[src/rtl/adc_capture_pkg.sv]
// Shared definitions for the ADC capture packer: FSM states, status bit placement
// and the word-width legality check.
package adc_capture_pkg;

  typedef enum logic [2:0] {
    ST_IDLE    = 3'd0,
    ST_ARMED   = 3'd1,
    ST_CAPTURE = 3'd2,
    ST_FLUSH   = 3'd3,
    ST_DONE    = 3'd4
  } cap_state_e;

  // Status bits counted down from the word MSB.
  localparam int unsigned OR_BIT_FROM_MSB   = 0;
  localparam int unsigned TRIG_BIT_FROM_MSB = 1;
  localparam int unsigned STATUS_BITS       = 2;

  function automatic bit word_width_ok(input int unsigned word_width,
                                       input int unsigned spw,
                                       input int unsigned adc_width);
    return (spw >= 1) && (spw <= 4) && (word_width >= spw * adc_width + STATUS_BITS);
  endfunction

endpackage

[src/rtl/adc_capture_packer_if.sv]
// Single-clock FIFO write port driven by the capture packer.
interface adc_capture_packer_if #(
  parameter int unsigned WORD_WIDTH = 32
);
  logic                  fifo_wr_en_o;
  logic [WORD_WIDTH-1:0] fifo_din_o;
  logic                  fifo_full_i;

  modport master (output fifo_wr_en_o, output fifo_din_o, input fifo_full_i);
  modport slave  (input fifo_wr_en_o, input fifo_din_o, output fifo_full_i);
endinterface

[src/rtl/adc_lane_packer.sv]
// Accumulates accepted samples into lanes with sticky overrange and last-trigger status;
// presents the assembled word combinationally and clears itself once a word is taken.
module adc_lane_packer
  import adc_capture_pkg::*;
#(
  parameter  int unsigned ADC_WIDTH  = 10,
  parameter  int unsigned SPW        = 3,
  parameter  int unsigned WORD_WIDTH = 32,
  localparam int unsigned LANE_W     = (SPW > 1) ? $clog2(SPW) : 1
) (
  input  logic                  clk,
  input  logic                  rst_n,
  input  logic                  clr_i,
  input  logic                  acc_i,
  input  logic                  flush_i,
  input  logic [ADC_WIDTH-1:0]  sample_i,
  input  logic                  or_i,
  input  logic                  trig_i,
  output logic [LANE_W-1:0]     lane_o,
  output logic                  last_lane_c,
  output logic [WORD_WIDTH-1:0] word_c
);

  localparam int unsigned DATA_W = SPW * ADC_WIDTH;

  logic [DATA_W-1:0] lanes_q, lanes_d, lanes_ins;
  logic [LANE_W-1:0] lane_q, lane_d;
  logic              or_q, or_d, trig_q, trig_d;

  always_comb begin
    lanes_ins = lanes_q;
    lanes_ins[lane_q * ADC_WIDTH +: ADC_WIDTH] = sample_i;
    last_lane_c = (lane_q == LANE_W'(SPW - 1));

    // Word includes the sample being accepted this edge; unfilled lanes are already zero.
    word_c = '0;
    word_c[DATA_W-1:0] = acc_i ? lanes_ins : lanes_q;
    word_c[WORD_WIDTH-1-OR_BIT_FROM_MSB]   = or_q | (acc_i & or_i);
    word_c[WORD_WIDTH-1-TRIG_BIT_FROM_MSB] = acc_i ? trig_i : trig_q;

    lanes_d = lanes_q;
    lane_d  = lane_q;
    or_d    = or_q;
    trig_d  = trig_q;
    if (clr_i || flush_i || (acc_i && last_lane_c)) begin
      lanes_d = '0;
      lane_d  = '0;
      or_d    = 1'b0;
      trig_d  = 1'b0;
    end else if (acc_i) begin
      lanes_d = lanes_ins;
      lane_d  = lane_q + LANE_W'(1);
      or_d    = or_q | or_i;
      trig_d  = trig_i;
    end
  end

  always_ff @(posedge clk or negedge rst_n) begin
    if (!rst_n) begin
      lanes_q <= '0;
      lane_q  <= '0;
      or_q    <= 1'b0;
      trig_q  <= 1'b0;
    end else begin
      lanes_q <= lanes_d;
      lane_q  <= lane_d;
      or_q    <= or_d;
      trig_q  <= trig_d;
    end
  end

  assign lane_o = lane_q;

endmodule

[src/rtl/adc_capture_packer.sv]
// ADC capture front end: trigger-armed start, decimation, sample counting, and
// registered FIFO writes of packed words with flush and sticky overflow.
module adc_capture_packer
  import adc_capture_pkg::*;
#(
  parameter int unsigned ADC_WIDTH  = 10,
  parameter int unsigned SPW        = 3,
  parameter int unsigned WORD_WIDTH = 32,
  parameter int unsigned DEC_WIDTH  = 16
) (
  input  logic                 adc_sampleclk,
  input  logic                 reset_i,
  input  logic [ADC_WIDTH-1:0] adc_datain,
  input  logic                 adc_or,
  input  logic                 adc_trig_status,
  input  logic                 capture_go_i,
  input  logic                 trig_mode_i,
  input  logic [DEC_WIDTH-1:0] decimate_i,
  input  logic [31:0]          max_samples_i,
  adc_capture_packer_if.master fifo,
  output logic                 capture_stop_o,
  output logic                 capture_busy_o,
  output logic                 overflow_o,
  output logic [31:0]          samples_o
);

  localparam int unsigned LANE_W = (SPW > 1) ? $clog2(SPW) : 1;

  if (!word_width_ok(WORD_WIDTH, SPW, ADC_WIDTH)) begin : g_bad_width
    $error("adc_capture_packer: WORD_WIDTH must be >= SPW*ADC_WIDTH+2 with SPW in 1..4");
  end

  cap_state_e            state_q, state_d;
  logic [31:0]           samples_q, samples_d, max_q, max_d;
  logic [DEC_WIDTH-1:0]  dec_q, dec_d, lim_q, lim_d;
  logic                  ovf_q, ovf_d, trig_prev_q;
  logic                  wr_en_q, wr_en_d, stop_q, stop_d, busy_q, busy_d;
  logic [WORD_WIDTH-1:0] din_q, din_d, word;
  logic [LANE_W-1:0]     lane;
  logic                  last_lane, run, acc, flush, clr, has_room, trig_rise;

  adc_lane_packer #(
    .ADC_WIDTH (ADC_WIDTH),
    .SPW       (SPW),
    .WORD_WIDTH(WORD_WIDTH)
  ) u_lanes (
    .clk        (adc_sampleclk),
    .rst_n      (reset_i),
    .clr_i      (clr),
    .acc_i      (acc),
    .flush_i    (flush),
    .sample_i   (adc_datain),
    .or_i       (adc_or),
    .trig_i     (adc_trig_status),
    .lane_o     (lane),
    .last_lane_c(last_lane),
    .word_c     (word)
  );

  assign has_room  = (samples_q < max_q);
  assign trig_rise = adc_trig_status & ~trig_prev_q;

  always_comb begin
    state_d   = state_q;
    samples_d = samples_q;
    max_d     = max_q;
    ovf_d     = ovf_q;
    dec_d     = dec_q;
    lim_d     = lim_q;
    din_d     = din_q;
    wr_en_d   = 1'b0;
    run       = 1'b0;
    acc       = 1'b0;
    flush     = 1'b0;
    clr       = 1'b0;

    if (!capture_go_i) begin
      state_d = ST_IDLE;
      clr     = 1'b1;
    end else begin
      unique case (state_q)
        ST_IDLE: begin
          clr       = 1'b1;
          samples_d = '0;
          ovf_d     = 1'b0;
          dec_d     = '0;
          lim_d     = decimate_i;
          max_d     = max_samples_i;
          state_d   = trig_mode_i ? ST_ARMED : ST_CAPTURE;
        end
        ST_ARMED: begin
          // The trigger-edge sample is the first one captured.
          if (trig_rise) begin
            state_d = ST_CAPTURE;
            run     = 1'b1;
          end
        end
        ST_CAPTURE: begin
          if (has_room) begin
            run = 1'b1;
          end else begin
            flush   = (lane != '0);
            state_d = flush ? ST_FLUSH : ST_DONE;
          end
        end
        ST_FLUSH: state_d = ST_DONE;
        default:  ;
      endcase

      if (run) begin
        // New decimation ratio is only picked up at a wrap.
        dec_d = (dec_q == lim_q) ? '0 : dec_q + DEC_WIDTH'(1);
        if (dec_q == lim_q) lim_d = decimate_i;
        if ((dec_q == '0) && has_room) begin
          acc       = 1'b1;
          samples_d = samples_q + 32'd1;
        end
      end

      if ((acc && last_lane) || flush) begin
        if (fifo.fifo_full_i) begin
          ovf_d   = 1'b1;
          state_d = ST_DONE;
        end else begin
          wr_en_d = 1'b1;
          din_d   = word;
        end
      end
    end

    stop_d = (state_d == ST_DONE);
    busy_d = (state_d == ST_ARMED) || (state_d == ST_CAPTURE) || (state_d == ST_FLUSH);
  end

  always_ff @(posedge adc_sampleclk or negedge reset_i) begin
    if (!reset_i) begin
      state_q     <= ST_IDLE;
      samples_q   <= '0;
      max_q       <= '0;
      ovf_q       <= 1'b0;
      dec_q       <= '0;
      lim_q       <= '0;
      trig_prev_q <= 1'b0;
      wr_en_q     <= 1'b0;
      din_q       <= '0;
      stop_q      <= 1'b0;
      busy_q      <= 1'b0;
    end else begin
      state_q     <= state_d;
      samples_q   <= samples_d;
      max_q       <= max_d;
      ovf_q       <= ovf_d;
      dec_q       <= dec_d;
      lim_q       <= lim_d;
      trig_prev_q <= adc_trig_status;
      wr_en_q     <= wr_en_d;
      din_q       <= din_d;
      stop_q      <= stop_d;
      busy_q      <= busy_d;
    end
  end

  assign fifo.fifo_wr_en_o = wr_en_q;
  assign fifo.fifo_din_o   = din_q;
  assign capture_stop_o    = stop_q;
  assign capture_busy_o    = busy_q;
  assign overflow_o        = ovf_q;
  assign samples_o         = samples_q;

endmodule

[src/flat_wrapper.sv]
// flat-port wrapper written by rule: the top's interface ports become plain ports
module adc_capture_packer_flat import adc_capture_pkg::*;
#(
  parameter int unsigned ADC_WIDTH  = 10,
  parameter int unsigned SPW        = 3,
  parameter int unsigned WORD_WIDTH = 32,
  parameter int unsigned DEC_WIDTH  = 16
)
  (adc_sampleclk, reset_i, adc_datain, adc_or, adc_trig_status, capture_go_i, trig_mode_i, decimate_i, max_samples_i, capture_stop_o, capture_busy_o, overflow_o, samples_o, fifo_fifo_wr_en_o, fifo_fifo_din_o, fifo_fifo_full_i);
  adc_capture_packer_if #(.WORD_WIDTH(WORD_WIDTH)) fifo_i ();
  input  logic adc_sampleclk;
  input  logic reset_i;
  input  logic [ADC_WIDTH-1:0] adc_datain;
  input  logic adc_or;
  input  logic adc_trig_status;
  input  logic capture_go_i;
  input  logic trig_mode_i;
  input  logic [DEC_WIDTH-1:0] decimate_i;
  input  logic [31:0] max_samples_i;
  output logic capture_stop_o;
  output logic capture_busy_o;
  output logic overflow_o;
  output logic [31:0] samples_o;
  output wire logic [$bits(fifo_i.fifo_wr_en_o)-1:0] fifo_fifo_wr_en_o;
  output wire logic [$bits(fifo_i.fifo_din_o)-1:0] fifo_fifo_din_o;
  input wire logic [$bits(fifo_i.fifo_full_i)-1:0] fifo_fifo_full_i;
  assign fifo_fifo_wr_en_o = fifo_i.fifo_wr_en_o;
  assign fifo_fifo_din_o = fifo_i.fifo_din_o;
  assign fifo_i.fifo_full_i = fifo_fifo_full_i;
  adc_capture_packer #(.ADC_WIDTH(ADC_WIDTH), .SPW(SPW), .WORD_WIDTH(WORD_WIDTH), .DEC_WIDTH(DEC_WIDTH)) u_core (.adc_sampleclk(adc_sampleclk), .reset_i(reset_i), .adc_datain(adc_datain), .adc_or(adc_or), .adc_trig_status(adc_trig_status), .capture_go_i(capture_go_i), .trig_mode_i(trig_mode_i), .decimate_i(decimate_i), .max_samples_i(max_samples_i), .fifo(fifo_i), .capture_stop_o(capture_stop_o), .capture_busy_o(capture_busy_o), .overflow_o(overflow_o), .samples_o(samples_o));
endmodule
[config.mk]
export PLATFORM = sky130hd
export DESIGN_NAME = adc_capture_packer_flat
export DESIGN_NICKNAME = d
export VERILOG_FILES = /design/src/rtl/adc_capture_pkg.sv /design/src/rtl/adc_capture_packer_if.sv /design/src/rtl/adc_lane_packer.sv /design/src/rtl/adc_capture_packer.sv /design/src/flat_wrapper.sv
export SDC_FILE = /design/constraint.sdc
export NUM_CORES = 1
export LEC_CHECK = 0
export CAP_MARGIN = 10
export CELL_PAD_IN_SITES_DETAIL_PLACEMENT = 1
export CELL_PAD_IN_SITES_GLOBAL_PLACEMENT = 1
export CORE_MARGIN = 4
export CORE_UTILIZATION = 35
export DETAILED_ROUTE_END_ITERATION = 12
export GPL_ROUTABILITY_DRIVEN = 0
export PLACE_DENSITY = 0.71
export SYNTH_ARGS = -nofsm -noshare
export SYNTH_HDL_FRONTEND = slang
export SYNTH_SLANG_ARGS = --single-unit
[constraint.sdc]
create_clock -name adc_sampleclk -period 4 [get_ports adc_sampleclk]
set_input_delay 0.8 -clock adc_sampleclk [delete_from_list [all_inputs] [get_ports adc_sampleclk]]
set_output_delay 0.8 -clock adc_sampleclk [all_outputs]
set_load 0.005 [all_outputs]
==> results.md, run 1 <==
- The run finished with clean final reports.
- The clock latency on the worst-skew pair is 0.44 ns.
- The register bit count reported by yosys is between 150 and 200.
- STA puts the critical path data required time at 4.29 ns.
- The floorplan has 58 rows.
- After detailed routing, the total wire length is 25100 µm.
- The total via count after detailed routing is about 7400.
- The post-place setup slack is roughly 0.3 ns.
- Relative to the synthesized area, the layout overhead comes to 25.1%.
- The number of fill cells in the layout is 2850.
- The maximum number of pins on one net before global-route repair is 87.
- The critical path endpoint category is a register.
- Measured along the x axis, the die boundary spans ~170 µm.
- The kind of path behind the tightest hold check is input pin to async pin.
- Setup repair after global routing left no endpoint under its margin.
- The library cell used most frequently in the layout, excluding fill and tap cells, is sky130_fd_sc_hd__dfrtp_1.
- In this run the tool buffered the top-level ports with ~130 buffer cells.
- Once the clock tree was built, the resizer swapped 0 gates to a different size.
- The number of sinks driven by the clock tree is 170.
- The number of levels the H-tree was split into is 4.
- The final critical path time including I/O delays and setup is around 3.6 ns.
- The critical path ends at u_core.fifo.fifo_din_o[1].
- The max-slew headroom at the worst pin is roughly 41%.
- The share of final-layout standard cells stronger than drive strength 1 is 7.36%.
- The core area is roughly 25000 µm².
- The worst ir drop on vdd is around 220 µV.
- The sequential area share after synthesis is 46.9%.
- For the pin with the worst max-slew slack, the measured transition is 0.875 ns.
- Across all register-to-register paths, the minimum setup slack is ~0.35 ns.
- The final global-route overflow total is 0.
- For this design the static power due to leakage is around 5 nW.
- TritonCTS built the clock tree.
- The count of cells along the worst register-to-register path is 10.
- The clock passes through at most 2 buffers.
- For the worst setup path, the data arrival time is approximately 4 ns.
- The first TritonRoute pass finished after 4 iterations.
- Detailed placement ended at an HPWL of approximately 18000 µm.
- Setup violations remaining at the end of the flow were counted as 0.
- The first global-routing pass estimated roughly 40000 µm of wire.
- Based on the critical path, the design can be clocked at up to about 270 MHz.
- The startpoint-to-endpoint class of the critical path is register to register.
- The initial utilization of the core area, before any placement, comes to between 30% and 40%.
- The initial DRC count is 304.
- The synthesized design spends more area on one cell type than any other, namely sky130_fd_sc_hd__dfrtp_1.
- The post-detailed-route via-to-cell ratio is ~5.2.
- Averaged over all synthesized cells, the footprint is roughly 9.5 µm².
- The number of max-cap violations is 0.
- The top flip-flop cell by instance count after synthesis is sky130_fd_sc_hd__dfrtp_1.
- The number of nets with antenna violations after routing is 0.
- After the flow finishes, the layout carries non-filler instances totaling roughly 1400.
- The Yosys step of the flow raised 0 warnings.
- In this run the worst setup path begins at u_core.samples_o[14].
- In this run the critical register-to-register path is captured at u_core.fifo.fifo_din_o[1].
- The global-route usage over all layers is between 10% and 20%.
- The number of antenna diodes in the final layout is 0.
- In the post-synthesis netlist, the biggest area contributors are sky130_fd_sc_hd__dfrtp_1 47%, sky130_fd_sc_hd__mux2i_1 8.0%, sky130_fd_sc_hd__ha_1 5.4%, sky130_fd_sc_hd__nand2_1 4.4%, sky130_fd_sc_hd__o21ai_0 4.3%.
- The number of antenna violations at the first check in global routing came to 1.
- Synthesis produced a netlist with a net count of approximately 1100.
- Measured along the y axis, the die boundary spans 169 µm.
- The via count of the first global-routing pass was between 7000 and 8000.
- The synthesized instance count is 956.
- For this run, design rule violations remaining after detail routing come to 0.
- After clock tree synthesis, the clock-pin slew on the worst setup and hold paths is approximately 0.070 ns.
- Dividing total power by cell area gives a power density of between 400 and 500 nW/µm².
- The number of buffers added by the clock tree synthesis step is 17.
- The number of hold violations in the final report is 0.
- The synthesized netlist occupies a cell area of just over 9000 µm².
- The final count of pins violating max slew is 0.
- The hold-fix buffer count after cts is 0.
- Post-CTS timing repair inserted 0 buffers for setup.
- The total placed cells including tap cells is 1386.
- During I/O placement, the number of pins put on the boundary was around 130.
- The share of flip-flops with an asynchronous set or reset is between 90% and 100%.
- In the final design database the tool counted between 1000 and 1500 nets.
- The detailed-route wire length per cell is 17.7 µm.
- The count of flip-flops with a built-in enable after synthesis is 0.
- After routing, the total negative slack on setup checks comes to 0 ns.
- In the finished design, the share of the clock period the worst path needs comes to 91.2%.
- The origin of the critical flop-to-flop path is u_core.samples_o[14].
- The die covers 28500 µm².
- The startpoint class of the critical path is a register.
- The clock tree root driver cell is sky130_fd_sc_hd__clkbuf_16.
- The highest net fanout along the worst path is 27.
- The number of unique standard cell types used by synthesis is 54.
- The core occupancy in the finished layout is approximately 45%.
- For the final database, setup skew stands at between 0.02 and 0.025 ns.
- Summed over its instances, the top area cell type makes up 46.9% of the synthesized netlist area.
- In the layout the commonest cells are 170 x sky130_fd_sc_hd__dfrtp_1, 131 x sky130_fd_sc_hd__clkdlybuf4s50_1, 107 x sky130_fd_sc_hd__nand2_1.
- Across all setup checks in the final design, the least slack found is roughly 0.35 ns.
-- flip-flops by register name, summed over array words and instances (netlist names) --
signal	count
u_core.fifo.fifo_wr_en_o	1
u_core.dec_q	16
u_core.overflow_o	1
u_core.trig_prev_q	1
u_core.lim_q	16
u_core.u_lanes.trig_q	1
u_core.capture_stop_o	1
u_core.samples_o	32
u_core.u_lanes.lanes_q	30
u_core.state_q	3
u_core.fifo.fifo_din_o	32
u_core.u_lanes.lane_o	2
u_core.capture_busy_o	1
u_core.u_lanes.or_q	1
u_core.max_q	32
-- critical path, cell delays in order (launching register included) --
cell and delay (ns):
sky130_fd_sc_hd__dfrtp_1 0.47, sky130_fd_sc_hd__ha_1 0.35, sky130_fd_sc_hd__a21oi_1 0.16, sky130_fd_sc_hd__nand2_1 0.07, sky130_fd_sc_hd__a221oi_1 0.37, sky130_fd_sc_hd__o21ai_1 0.24
sky130_fd_sc_hd__a2111oi_4 0.37, sky130_fd_sc_hd__buf_4 0.38, sky130_fd_sc_hd__nand3_1 0.56, sky130_fd_sc_hd__mux2i_1 0.43, sky130_fd_sc_hd__mux2i_1 0.11
-- worst min path at each step --
stage,endpoint,slack (ns)
3_3_place_gp,u_core.u_lanes.or_q,0.47
4_1_cts,u_core.max_q[20],0.31
5_1_grt,u_core.max_q[20],0.32
6_report,u_core.max_q[20],0.30
3_5_place_dp,u_core.u_lanes.or_q,0.49
2_1_floorplan,u_core.u_lanes.or_q,0.45
-- cell usage after synthesis (2+ instances only) --
master	number
sky130_fd_sc_hd__a31o_2	2
sky130_fd_sc_hd__buf_6	3
sky130_fd_sc_hd__a22o_1	13
sky130_fd_sc_hd__and3_1	18
sky130_fd_sc_hd__nor3_1	19
sky130_fd_sc_hd__nand3_1	28
sky130_fd_sc_hd__and4_1	3
sky130_fd_sc_hd__mux2i_1	72
sky130_fd_sc_hd__nand2_1	107
sky130_fd_sc_hd__or4_1	5
sky130_fd_sc_hd__o211ai_1	2
sky130_fd_sc_hd__o32ai_1	2
sky130_fd_sc_hd__xnor2_1	17
sky130_fd_sc_hd__or3_1	4
sky130_fd_sc_hd__nor2b_1	7
sky130_fd_sc_hd__nand4_1	13
sky130_fd_sc_hd__dfrtp_1	170
sky130_fd_sc_hd__nor4_1	6
sky130_fd_sc_hd__o22ai_1	10
sky130_fd_sc_hd__nand2b_1	4
sky130_fd_sc_hd__o31ai_1	19
sky130_fd_sc_hd__a21oi_1	45
sky130_fd_sc_hd__o21ai_0	78
sky130_fd_sc_hd__nor2_1	79
sky130_fd_sc_hd__a31oi_1	10
sky130_fd_sc_hd__a211oi_1	2
sky130_fd_sc_hd__nor3b_1	5
sky130_fd_sc_hd__buf_1	4
sky130_fd_sc_hd__clkbuf_1	28
sky130_fd_sc_hd__ha_1	39
sky130_fd_sc_hd__o21a_1	10
sky130_fd_sc_hd__inv_1	78
sky130_fd_sc_hd__buf_2	11
sky130_fd_sc_hd__mux2_2	22
sky130_fd_sc_hd__o22a_1	2
-- report_power, final --
| part | switching [mW] | total, mW | leakage (nW) | internal [mW] |
|---|---|---|---|---|
| sequential | 0.103 | 1.99 | 2.16 | 1.88 |
| clock | 0.743 | 1.67 | 0.271 | 0.929 |
| combinational | 0.503 | 0.884 | 2.57 | 0.382 |
| total | 1.35 | 4.54 | 5.00 | 3.19 |
-- cells by family (layout without fill, tap and decap cells) --
family / Yosys count / count (layout) / synth area share, %
muxes: 94 / 94 / 10.7
AOI/OAI and AO/OA: 206 / 206 / 14.0
DFF: 170 / 170 / 46.9
and+or+nand+nor: 304 / 304 / 15.6
adders and majority gates: 39 / 39 / 5.38
xor gates and xnor gates: 17 / 17 / 1.64
buffers and inverters: 126 / 257 / 5.66
-- routing by layer --
metal,routed length (µm),vias up,share of wire (%),track usage (%)
met5,13,-,0.052,0
met4,150,2,0.60,3.85
met2,12400,118,49,29.6
met1,11600,3727,46,23.7
li1,-,3565,-,-
met3,864,15,3.4,3.46
-- stage by stage --
step           area [µm²]  hold slack (ns)  power [mW]
2_1_floorplan        9060            0.449        2.54
6_report            11300            0.302        4.54
3_5_place_dp        10800            0.485        2.92
3_3_place_gp        10800            0.474        2.89
5_1_grt             11300            0.324        4.80
4_1_cts             11300            0.312        4.62
-- area by class of cell --
cell class	count	area, µm²	area share, %
sequential	170	4250	37.5
clock inverter	14	158	1.39
inverter	79	297	2.62
timing repair buffer	147	1490	13.1
tap	330	413	3.64
clock buffer	17	425	3.75
multi-input combinational	660	4310	38.0
Note: power is estimated with default switching activity, not from simulation.
==> run 2, diff against run 1 <==
Settings changed: CORE_UTILIZATION 35 to 29, PLACE_DENSITY 0.71 to 0.61.
==> results.md, run 2 (synthesis gave the netlist of run 1 again) <==
- The hold-fix buffer count after cts is 0 (unchanged).
- The most common cell after layout, fill and taps aside was sky130_fd_sc_hd__dfrtp_1 (unchanged).
- The portion of the clock cycle consumed by the worst path in the final layout was 90.4% (was 91.2%).
- The die boundary height was 185 µm (was 169 µm).
- The number of antenna violations at the first check in global routing is 1 (unchanged).
- The required time of the critical path came to 4.31 ns (was 4.29 ns).
- The detailed-route wire length per cell came to 17.6 µm (was 17.7 µm).
- The area overhead of the layout relative to synthesis was 26.8% (was 25.1%).
- The via count of the first global-routing pass is 7754 (was 7607).
- The post-cts gate resize count is 0 (unchanged).
- The final global-route overflow total is 0 (unchanged).
- The initial DRC count is 344 (was 304).
- The critical path endpoint category is a register (unchanged).
- The start point of the critical path is u_core.samples_o[9] (was u_core.samples_o[14]).
- The CTS tree is done (unchanged).
- The startpoint class of the critical path is a register (unchanged).
- The final count of pins violating max slew is 0 (unchanged).
- The worst slack on hold paths is 0.374 ns (was 0.302 ns).
- The clock tree root driver cell is sky130_fd_sc_hd__clkbuf_16 (unchanged).
- The clock skew after layout is 0.0121 ns (was 0.0208 ns).
- The core area was 30700 µm² (was 25300 µm²).
- The number of max-cap violations came to 0 (unchanged).
- The share of final-layout standard cells stronger than drive strength 1 is 7.69% (was 7.36%).
- The number of setup violations in the final report was 0 (unchanged).
- The critical path data arrival time is 3.93 ns (was 3.94 ns).
- The final critical path time including I/O delays and setup is 3.62 ns (was 3.65 ns).
- The number of hold violations in the final report is 0 (unchanged).
- The clock latency on the worst-skew pair is 0.44 ns (about the same).
- The actual slew at the worst max-slew pin is 0.867 ns (was 0.875 ns).
- The number of standard-cell rows in the floorplan came to 64 (was 58).
- The placed cell area is 10900 µm² (was 10800 µm²).
- The post-layout net count is 1184 (was 1179).
- The number of port buffers is 132 (unchanged).
- The number of buffers added by the clock tree synthesis step was 17 (unchanged).
- The max-slew headroom at the worst pin is 42.2% (was 41.2%).
- The worst ir drop on vdd is 308 µV (was 217 µV).
- The count of pins on the block boundary is 133 (unchanged).
- The number of buffers added for setup after CTS is 0 (unchanged).
- The kind of path behind the tightest hold check is input pin to async pin (unchanged).
- Unrepaired setup endpoints after global routing: false (unchanged).
- The maximum number of pins on one net before global-route repair is 87 (unchanged).
- The width of the die is 185 µm (was 169 µm).
- The startpoint-to-endpoint class of the critical path is register to register (unchanged).
- The total power density per cell area is 405 nW/µm² (was 401 nW/µm²).
- The antenna diode count is 0 (unchanged).
- The global-route usage over all layers came to 15.5% (was 17.6%).
- Status: finished clean (unchanged).
- The number of fill cells in the layout is 3535 (was 2850).
- The total via count after detailed routing is 7410 (was 7427).
- The initial core utilization is 29.5% (was 35.8%).
- The die outline area is 34100 µm² (was 28500 µm²).
- The sum of negative setup slack is 0 ns (unchanged).
- The number of buffers on the longest clock path is 2 (unchanged).
- Top library cells by usage in the layout, fill and taps aside: 170 x sky130_fd_sc_hd__dfrtp_1, 131 x sky130_fd_sc_hd__clkdlybuf4s50_1, 107 x sky130_fd_sc_hd__nand2_1 (unchanged).
- The first-pass detailed-route iteration total is 4 (unchanged).
- The number of sinks driven by the clock tree is 170 (unchanged).
- The origin of the critical flop-to-flop path is u_core.samples_o[9] (was u_core.samples_o[14]).
- The post-detailed-route via-to-cell ratio was 4.98 (was 5.24).
- The post-route cell area is 11500 µm² (was 11300 µm²).
- The first-pass GRT wire length came to 42200 µm (was 40800 µm).
- The remaining routing DRC violations came to 0 (unchanged).
- The highest net fanout along the worst path is 27 (unchanged).
- The fmax came to 277 MHz (was 274 MHz).
- The final HPWL from detailed placement came to 19100 µm (was 18100 µm).
- The overall routed net length was 26200 µm (was 25100 µm).
- The number of levels the H-tree was split into was 4 (unchanged).
- The total leakage power came to 5.05 nW (was 5.00 nW).
- The CTS clock-pin slew for the worst setup and hold paths came to 0.07 ns (about the same).
- The number of nets with antenna violations after routing came to 0 (unchanged).
run 2: cell count changes in the layout (fill, tap and decap cells not counted):
cell	delta
sky130_fd_sc_hd__clkinv_4	+2
sky130_fd_sc_hd__clkinvlp_4	-4
sky130_fd_sc_hd__inv_6	-1
sky130_fd_sc_hd__clkbuf_1	+1
sky130_fd_sc_hd__clkinv_2	-1
sky130_fd_sc_hd__bufinv_16	+1
sky130_fd_sc_hd__buf_4	+5
sky130_fd_sc_hd__inv_8	+2
run 2: final timing paths:
| check | to | slack (ns) | depth (start not counted) |
|---|---|---|---|
| hold reg to reg | u_core.u_lanes.or_q | 0.49 | 2 |
| hold / removal | u_core.max_q[23] | 0.37 | 1 |
| setup / recovery | u_core.fifo.fifo_din_o[29] | 0.38 | 10 |
| setup reg to reg | u_core.fifo.fifo_din_o[29] | 0.38 | 10 |
| min in group adc_sampleclk | u_core.u_lanes.or_q | 0.49 | 2 |
| max in group asynchronous | u_core.samples_o[5] | 2.69 | 2 |
run 2: metal layers:
| metal | track usage (%) | part of all wire, % | up-vias |
|---|---|---|---|
| met5 | 0 | 0.076 | - |
| met1 | 21.0 | 47 | 3673 |
| li1 | - | - | 3589 |
| met4 | 3.46 | 1.1 | 2 |
| met2 | 25.9 | 48 | 126 |
| met3 | 2.95 | 3.7 | 20 |
run 2: critical path, stage by stage, from the launching register on:
cell and delay [ns]:
sky130_fd_sc_hd__dfrtp_1 0.48, sky130_fd_sc_hd__ha_1 0.36, sky130_fd_sc_hd__a21oi_1 0.12, sky130_fd_sc_hd__o21ai_0 0.10, sky130_fd_sc_hd__a221oi_1 0.36, sky130_fd_sc_hd__o21ai_1 0.26
sky130_fd_sc_hd__a2111oi_4 0.38, sky130_fd_sc_hd__buf_4 0.39, sky130_fd_sc_hd__nand3_1 0.54, sky130_fd_sc_hd__mux2i_1 0.38, sky130_fd_sc_hd__mux2i_1 0.12
run 2: per-stage QoR:
step	power (mW)	std cells	setup slack (ns)	utilization [%]
finish	4.66	1488	0.384	37.5
global route	4.93	1488	0.0736	37.5
CTS	4.74	1488	0.337	37.5
detailed placement	2.94	1457	0.297	35.5
global placement	2.91	1457	0.409	35.5
floorplan	2.54	956	1.18	-
run 2: power breakdown:
part | total, mW | internal [mW] | leakage [nW] | switching [mW]
logic | 0.900 | 0.386 | 2.60 | 0.514
registers | 1.98 | 1.88 | 2.16 | 0.0993
clock network | 1.77 | 1.00 | 0.298 | 0.772
run 2: layout make-up:
cell class	instances	area [µm²]	area share, %
Multi-Input combinational cell	660	4310	37.5
Inverter	79	297	2.58
Timing Repair Buffer	152	1520	13.3
Clock buffer	18	429	3.74
Tap cell	396	495	4.31
Clock inverter	13	184	1.60
Sequential cell	170	4250	37.0
